`src/rtl/pc_sequencer_if.sv`:
```
// Fetch-control bundle between pc_sequencer (master) and the surrounding core/imem (slave).
// With PC_SEQ_STATS_EN defined the bundle also carries the stall/redirect/memwait counters.
interface pc_sequencer_if;
  logic        stall;
  logic        redirect;
  logic [15:0] redirect_pc;
  logic        halt_dec;
  logic        imem_rdy;
  logic        imem_req;
  logic [15:0] imem_addr;
  logic [15:0] pc;
  logic [15:0] pc_plus2;
  logic        fetch_valid;
  logic        ifid_we;
  logic        ifid_flush;
  logic        halted;
`ifdef PC_SEQ_STATS_EN
  logic [15:0] stall_cnt;
  logic [15:0] redirect_cnt;
  logic [15:0] memwait_cnt;

  modport master (
    input  stall, redirect, redirect_pc, halt_dec, imem_rdy,
    output imem_req, imem_addr, pc, pc_plus2, fetch_valid, ifid_we, ifid_flush, halted,
    output stall_cnt, redirect_cnt, memwait_cnt
  );
  modport slave (
    output stall, redirect, redirect_pc, halt_dec, imem_rdy,
    input  imem_req, imem_addr, pc, pc_plus2, fetch_valid, ifid_we, ifid_flush, halted,
    input  stall_cnt, redirect_cnt, memwait_cnt
  );
`else
  modport master (
    input  stall, redirect, redirect_pc, halt_dec, imem_rdy,
    output imem_req, imem_addr, pc, pc_plus2, fetch_valid, ifid_we, ifid_flush, halted
  );
  modport slave (
    output stall, redirect, redirect_pc, halt_dec, imem_rdy,
    input  imem_req, imem_addr, pc, pc_plus2, fetch_valid, ifid_we, ifid_flush, halted
  );
`endif
endinterface

```
`src/rtl/pc_sequencer.sv`:
```
// PC register and fetch sequencer: sequential advance, redirects, stalls, imem wait states, HALT.
// Optional PC_SEQ_STATS_EN adds saturating stall/redirect/memwait counters.
module pc_sequencer #(
  parameter logic [15:0] RESET_PC = 16'h0000,
  parameter logic [15:0] PC_STEP  = 16'd2
) (
  input logic            clk,
  input logic            rst_n,
  pc_sequencer_if.master bus
);

  typedef enum logic [1:0] {RUN, WAIT_MEM, HALT} state_t;

  state_t      state_q, state_d;
  logic [15:0] pc_q, pc_d;
  logic [15:0] pend_pc_q, pend_pc_d;
  logic        pend_valid_q, pend_valid_d;
  logic        halt_pend_q, halt_pend_d;
  logic        fetch_valid_c, ifid_flush_c;
  logic [15:0] redirect_tgt, pc_next_seq;

  assign redirect_tgt = {bus.redirect_pc[15:1], 1'b0};
  assign pc_next_seq  = pc_q + PC_STEP;

  always_ff @(posedge clk or negedge rst_n) begin
    if (!rst_n) begin
      state_q      <= RUN;
      pc_q         <= RESET_PC;
      pend_pc_q    <= 16'h0000;
      pend_valid_q <= 1'b0;
      halt_pend_q  <= 1'b0;
    end else begin
      state_q      <= state_d;
      pc_q         <= pc_d;
      pend_pc_q    <= pend_pc_d;
      pend_valid_q <= pend_valid_d;
      halt_pend_q  <= halt_pend_d;
    end
  end

  // A redirect or HALT seen while waiting on imem is remembered and acted on when the
  // outstanding request completes, so the address stays stable for the memory.
  always_comb begin
    state_d       = state_q;
    pc_d          = pc_q;
    pend_pc_d     = pend_pc_q;
    pend_valid_d  = pend_valid_q;
    halt_pend_d   = halt_pend_q;
    fetch_valid_c = 1'b0;
    ifid_flush_c  = 1'b0;
    case (state_q)
      RUN: begin
        if (bus.redirect) begin
          pc_d         = redirect_tgt;
          ifid_flush_c = 1'b1;
        end else if (bus.halt_dec) begin
          state_d = HALT;
        end else if (bus.stall) begin
          state_d = RUN;
        end else if (bus.imem_rdy) begin
          fetch_valid_c = 1'b1;
          pc_d          = pc_next_seq;
        end else begin
          state_d = WAIT_MEM;
        end
      end
      WAIT_MEM: begin
        if (bus.redirect) begin
          ifid_flush_c = 1'b1;
          pend_pc_d    = redirect_tgt;
          pend_valid_d = 1'b1;
          halt_pend_d  = 1'b0;
        end else if (bus.halt_dec) begin
          halt_pend_d = 1'b1;
        end
        if (bus.imem_rdy) begin
          pend_valid_d = 1'b0;
          halt_pend_d  = 1'b0;
          if (bus.redirect) begin
            pc_d    = redirect_tgt;
            state_d = RUN;
          end else if (pend_valid_q) begin
            pc_d    = pend_pc_q;
            state_d = RUN;
          end else if (bus.halt_dec || halt_pend_q) begin
            state_d = HALT;
          end else if (bus.stall) begin
            state_d = RUN;
          end else begin
            fetch_valid_c = 1'b1;
            pc_d          = pc_next_seq;
            state_d       = RUN;
          end
        end
      end
      default: begin
        state_d = HALT;
      end
    endcase
  end

  // Request and IF/ID controls are forced quiet while reset is held.
  assign bus.imem_req    = rst_n && (state_q != HALT);
  assign bus.imem_addr   = pc_q;
  assign bus.pc          = pc_q;
  assign bus.pc_plus2    = pc_next_seq;
  assign bus.fetch_valid = rst_n && fetch_valid_c;
  assign bus.ifid_flush  = rst_n && ifid_flush_c;
  assign bus.ifid_we     = rst_n && (fetch_valid_c || ifid_flush_c);
  assign bus.halted      = (state_q == HALT);

`ifdef PC_SEQ_STATS_EN
  logic        stall_hit;
  logic [15:0] stall_cnt_q, redirect_cnt_q, memwait_cnt_q;

  assign stall_hit =
    ((state_q == RUN) && !bus.redirect && !bus.halt_dec && bus.stall) ||
    ((state_q == WAIT_MEM) && bus.imem_rdy && !bus.redirect && !pend_valid_q &&
     !bus.halt_dec && !halt_pend_q && bus.stall);

  // All three counters stick at all-ones rather than wrapping.
  always_ff @(posedge clk or negedge rst_n) begin
    if (!rst_n) begin
      stall_cnt_q    <= 16'h0000;
      redirect_cnt_q <= 16'h0000;
      memwait_cnt_q  <= 16'h0000;
    end else begin
      if (stall_hit && (stall_cnt_q != 16'hFFFF))
        stall_cnt_q <= stall_cnt_q + 16'd1;
      if (bus.redirect && (state_q != HALT) && (redirect_cnt_q != 16'hFFFF))
        redirect_cnt_q <= redirect_cnt_q + 16'd1;
      if ((state_q == WAIT_MEM) && (memwait_cnt_q != 16'hFFFF))
        memwait_cnt_q <= memwait_cnt_q + 16'd1;
    end
  end

  assign bus.stall_cnt    = stall_cnt_q;
  assign bus.redirect_cnt = redirect_cnt_q;
  assign bus.memwait_cnt  = memwait_cnt_q;
`endif

endmodule

```
`src/flat_wrapper.sv`:
```
// flat-port wrapper written by rule: the top's interface ports become plain ports
module pc_sequencer_flat 
#(
  parameter logic [15:0] RESET_PC = 16'h0000,
  parameter logic [15:0] PC_STEP  = 16'd2
)
  (clk, rst_n, bus_stall, bus_redirect, bus_redirect_pc, bus_halt_dec, bus_imem_rdy, bus_imem_req, bus_imem_addr, bus_pc, bus_pc_plus2, bus_fetch_valid, bus_ifid_we, bus_ifid_flush, bus_halted);
  pc_sequencer_if bus_i ();
  input logic clk;
  input logic rst_n;
  input wire logic [$bits(bus_i.stall)-1:0] bus_stall;
  input wire logic [$bits(bus_i.redirect)-1:0] bus_redirect;
  input wire logic [$bits(bus_i.redirect_pc)-1:0] bus_redirect_pc;
  input wire logic [$bits(bus_i.halt_dec)-1:0] bus_halt_dec;
  input wire logic [$bits(bus_i.imem_rdy)-1:0] bus_imem_rdy;
  output wire logic [$bits(bus_i.imem_req)-1:0] bus_imem_req;
  output wire logic [$bits(bus_i.imem_addr)-1:0] bus_imem_addr;
  output wire logic [$bits(bus_i.pc)-1:0] bus_pc;
  output wire logic [$bits(bus_i.pc_plus2)-1:0] bus_pc_plus2;
  output wire logic [$bits(bus_i.fetch_valid)-1:0] bus_fetch_valid;
  output wire logic [$bits(bus_i.ifid_we)-1:0] bus_ifid_we;
  output wire logic [$bits(bus_i.ifid_flush)-1:0] bus_ifid_flush;
  output wire logic [$bits(bus_i.halted)-1:0] bus_halted;
  assign bus_i.stall = bus_stall;
  assign bus_i.redirect = bus_redirect;
  assign bus_i.redirect_pc = bus_redirect_pc;
  assign bus_i.halt_dec = bus_halt_dec;
  assign bus_i.imem_rdy = bus_imem_rdy;
  assign bus_imem_req = bus_i.imem_req;
  assign bus_imem_addr = bus_i.imem_addr;
  assign bus_pc = bus_i.pc;
  assign bus_pc_plus2 = bus_i.pc_plus2;
  assign bus_fetch_valid = bus_i.fetch_valid;
  assign bus_ifid_we = bus_i.ifid_we;
  assign bus_ifid_flush = bus_i.ifid_flush;
  assign bus_halted = bus_i.halted;
  pc_sequencer #(.RESET_PC(RESET_PC), .PC_STEP(PC_STEP)) u_core (.clk(clk), .rst_n(rst_n), .bus(bus_i));
endmodule
```
`config.mk`:
```
export PLATFORM = sky130hd
export DESIGN_NAME = pc_sequencer_flat
export DESIGN_NICKNAME = d
export VERILOG_FILES = /design/src/rtl/pc_sequencer_if.sv /design/src/rtl/pc_sequencer.sv /design/src/flat_wrapper.sv
export SDC_FILE = /design/constraint.sdc
export NUM_CORES = 1
export LEC_CHECK = 0
export ABC_AREA = 1
export CELL_PAD_IN_SITES_DETAIL_PLACEMENT = 2
export CELL_PAD_IN_SITES_GLOBAL_PLACEMENT = 2
export CORE_MARGIN = 2
export CORE_UTILIZATION = 26
export CTS_BUF_LIST = sky130_fd_sc_hd__clkbuf_16
export DETAILED_ROUTE_END_ITERATION = 7
export PLACE_DENSITY = 0.9
export SETUP_SLACK_MARGIN = 0.3
export SKIP_LAST_GASP = 1
export SLEW_MARGIN = 20
export SYNTH_ARGS = -nofsm -noshare
export SYNTH_HDL_FRONTEND = slang
export SYNTH_SLANG_ARGS = --single-unit
```
`constraint.sdc`:
```
create_clock -name clk -period 4 [get_ports clk]
set_clock_uncertainty 0.05 [all_clocks]
set_input_delay 0.8 -clock clk [delete_from_list [all_inputs] [get_ports clk]]
set_output_delay 0.8 -clock clk [all_outputs]
set_load 0.005 [all_outputs]
```
## Word-level counts from Yosys, hierarchy flattened

Index checks and enable logic that the tools add are counted.
Widths: inputs -> output; s select.

- Logic and storage cells: 69
- Output and inout bits: 53
- Flip-flop bits (word level): 35

- Equal/unequal tests: 11
- Muxes and demuxes: 36
- Reduce and logical (&&, ||, !) cells: 16
- Add/subtract/negate cells: 1

Operators by type and width:

| cell | count |
|---|---|
| $mux 16 | 9 |
| $pmux 16 s2 | 1 |
| $add 16x2->16 const B | 1 |
| $mux 1 | 16 |
| $mux 2 | 8 |
| $ne 3x3->1 const B | 3 |
| $ne 4x3->1 const B | 2 |
| $reduce_and 7->1 | 1 |
| $ne 2x2->1 const B | 3 |
| $reduce_and 2->1 | 3 |
| $logic_and 1x1->1 | 4 |
| $ne 4x4->1 const B | 1 |
| $pmux 2 s2 | 1 |
| $reduce_bool 2->1 | 2 |
| $reduce_and 3->1 | 1 |
| $reduce_bool 3->1 | 1 |
| $eq 2x1->1 const B | 1 |
| $eq 2x2->1 const B | 1 |
| $logic_not 2->1 | 1 |
| $logic_or 1x1->1 | 2 |
| $pmux 1 s2 | 1 |
| $reduce_or 2->1 | 1 |

## Longest topological paths before layout

- Depth in word-level cells: 8
- Gate-level depth with buffers: 9
- Depth with buffers taken out: 9

## Worst setup path before layout

No wires, ideal clock.

- Path kind: input-to-output
- Start: input port bus_redirect
- End: output port bus_ifid_we
- Stages on the path: 5
- Path buffers: 1
- Data required time: 3.150 ns
- Arrival: 1.586 ns
- Setup slack: 1.564 ns
- Path through: buf_4 > nor2_4 > nand3_1 > a21oi_1 > or2_2

- Cells in the longest elaborated chain, start to end: 5
- Elaborated cells on any way between the ends: 8
- Classes of those cells: 6 x mux; 2 x reduce/logical

Ends and longest elaborated chain:

| item | RTL line | source |
|---|---|---|
| start, declared | flat_wrapper.sv:12 | `input wire logic [$bits(bus_i.redirect)-1:0] bus_redirect;` |
| $mux 1 | pc_sequencer.sv:79 | `if (bus.redirect) begin` |
| $mux 1 | pc_sequencer.sv:76 | `if (bus.imem_rdy) begin` |
| $pmux 1 s2 | pc_sequencer.sv:51 | `case (state_q)` |
| $logic_or 1x1->1 (*) | pc_sequencer.sv:109 | `assign bus.ifid_we = rst_n && (fetch_valid_c \|\| ifid_flush_c);` |
| $logic_and 1x1->1 (*) | pc_sequencer.sv:109 |  |
| end, declared | flat_wrapper.sv:21 | `output wire logic [$bits(bus_i.ifid_we)-1:0] bus_ifid_we;` |

Every way passes the cells marked *; elsewhere a longest branch is shown, timed or not.

## Final worst setup path

Ends and elaborated chain as after synthesis.

==> results.md <==
* Die area at 9900 um2
* RD Place Congestion at 0.827
* Critical Path AT at 2600 ps
* Worst-path clk slew at 50 ps
* Critical path's most frequent cell: clkdlybuf4s50_1
* Fillers at 1044
* Layout cells sized above 1 at 6.19%
* Vias per cell at 4.90
* Pwr Total at 2.29 mW
* Max FO, Critical Path at 10
* CTS resizes at 0
* Netlist cell types at 34
* Pre-CTS setup slack at 521 ps
* Total Routing Usage GR at 18.5%
* Die height at 99.5 um
* WP data required at 3150 ps
* Largest area contributor in the netlist: dfrtp_1
* CTS Buf Count at 5
* Area growth, synth to finish at 33.9%
* Diodes inserted at 0
* Grt total ovfl at 0
* Most frequent cell after synthesis: nand2_1
* Status: finished, final reports clean
* Ordered list of cells on the worst path: clkdlybuf4s50_1, nor2_4, nand3_1, a21oi_1, or2_2, clkdlybuf4s50_1
* Critical Path Start Type: input pin
* Static leakage at 1.50 nW
* # DRC at 0
* Register area share after synthesis at 35.9%
* Worst Hold Class: reg2reg
* Antenna violations before repair at 0
* DRT antenna net count at 0
* Latest clock arrival within the worst-skew pair at 280 ps
* Final setup vio count at 0
* WHS at 431 ps
* Fin. Hold Viols at 0
* H-tree level count at 2
* Crit end category: output port
* EDFF count, synth at 0
* Worst-case clock buffer depth at 2
* Largest net degree at the start of global routing at 35
* Ys async rst share at 100%
* First-pass GRT wire length at 14500 um
* Max stage delay on crit path at 500 ps
* P per Cell Area at 722 nW/um2
* TritonCTS Sinks at 34
* CTS tree: yes
* Final period util at 86.3%
* Gate Count Post-Synth at 349
* CTS Hold Bufs at 0
* Worst setup margin at 547 ps
* Vias in the first global route at 2803
* Slew Limit Headroom at 50.4%
* Die X at 99.5 um
* CP Class: in2out
* WL per Instance at 17.0 um
* Synth warnings at 0
* Post-DP HPWL at 6370 um
* Top-area cell type share of the netlist area at 35.9%
* Slew Viols, Final at 0
* Mapped cell area at 2370 um2
* Core outline area at 8760 um2
* Fmax at 290 MHz
* Initial detailed-routing violation count at 64
* Ys flop type: dfrtp_1
* Slew @ Worst Pin at 742 ps
* Register bit count reported by yosys at 34
* Worst-path cell with the longest stage delay: clkdlybuf4s50_1
* RSZ-0062 raised after global routing: no
* Buffers on Ports at 70
* Initial core utilization at 27.1%
* Fin crit period at 3450 ps
* # nets final at 428
* Setup tns final at 0 ps
* TritonRoute pass-1 iters at 4
* Clock Root Buffer: clkbuf_16
* Via count at 2508
* Post-CTS Setup Inserts at 0
* Site row count at 34
* Ranking of synthesized cells by area: dfrtp_1 (36%), nand2_1 (17%), buf_4 (6.6%), nor2_1 (6.5%), nand3_1 (5.5%)
* VDD IR-drop max at 0.166 mV
* Core Util, Final at 36.2%
* DRT Wirelength at 8710 um
* Max-cap check violation count at 0
* Synth top cells by count: nand2_1 (109), nor2_1 (41), dfrtp_1 (34)
* Synthesized area per cell at 6.79 um2
* Io pins at 75
## state kept, by name, indices dropped and copies added, names as in the netlist
signal / flops
u_core.state_q: 2
u_core.halt_pend_q: 1
u_core.pend_valid_q: 1
u_core.pend_pc_q: 15
u_core.bus.imem_addr: 15
## metal layers
| metal | share of wire [%] | GRT usage [%] |
|---|---|---|
| met1 | 43 | 22.6 |
| met2 | 53 | 34.8 |
| met3 | 3.1 | 2.60 |
| met4 | 0.59 | 3.27 |
| met5 | 0 | 0 |
## critical path, delay by kind of cell
kind	cells	cell delay (ps)
AND/OR/NAND/NOR	3	590
buffers and inverters	2	1000
AO/OA/AOI/OAI	1	210
## kinds of logic (layout without fill, tap and decap cells)
logic type	after synthesis	after routing	synth area share, %
adder cells (fa/ha/maj)	1	1	0.528
XOR/XNOR	2	2	0.739
flip-flops	34	34	35.9
AND/OR/NAND/NOR	206	206	38.0
AO/OA/AOI/OAI	46	46	11.2
buffers and inverters	59	112	13.5
other	1	3	0.158
## placed cells by master (no fill, tap or decap), types with 4 or more instances in the layout
cell type / instances
nand2_1: 109
clkdlybuf4s50_1: 70
nor2_1: 41
dfrtp_1: 34
inv_1: 31
nand3_1: 26
o21ai_0: 22
a21oi_1: 8
nand4_1: 6
and2_1: 5
o22ai_1: 5
clkbuf_16: 5
nor2_2: 4
nand3b_1: 4
buf_4: 4
## layout make-up
type,count,area [um2],area share [%]
multi-input cells,258,1210,38.1
repair buffers,74,731,23.0
clock buffers,5,125,3.94
inverters,32,120,3.78
clock inverters,1,3.75,0.118
well taps,108,135,4.26
flip-flops and latches,34,851,26.8
## worst paths after layout
path	slack (ps)	to	start	cells after the start
setup reg to reg	1970	u_core.bus.imem_addr[15]$_DFFE_PN0P_	u_core.pend_valid_q$_DFFE_PN0P_	7
setup / recovery	550	bus_ifid_we	bus_redirect	6
hold reg to reg	430	u_core.pend_pc_q[4]$_DFFE_PN0P_	u_core.pend_pc_q[4]$_DFFE_PN0P_	2
hold / removal	430	u_core.pend_pc_q[4]$_DFFE_PN0P_	u_core.pend_pc_q[4]$_DFFE_PN0P_	2
min in group asynchronous	950	u_core.pend_pc_q[2]$_DFFE_PN0P_	rst_n	2
max in group asynchronous	2580	u_core.pend_pc_q[4]$_DFFE_PN0P_	rst_n	2
## stage by stage
stage / instances / area [um2]
global placement: 506 / 3050
CTS: 512 / 3170
finish: 512 / 3170
global route: 512 / 3170
floorplan: 351 / 2380
detailed placement: 506 / 3050
## where the power goes
part / internal, mW / switching [mW] / total, mW
registers: 0.502 / 0.220 / 0.722
clock network: 0.222 / 0.146 / 0.368
logic: 0.624 / 0.579 / 1.20
total: 1.35 / 0.945 / 2.29
(Power assumes the default switching activity.)
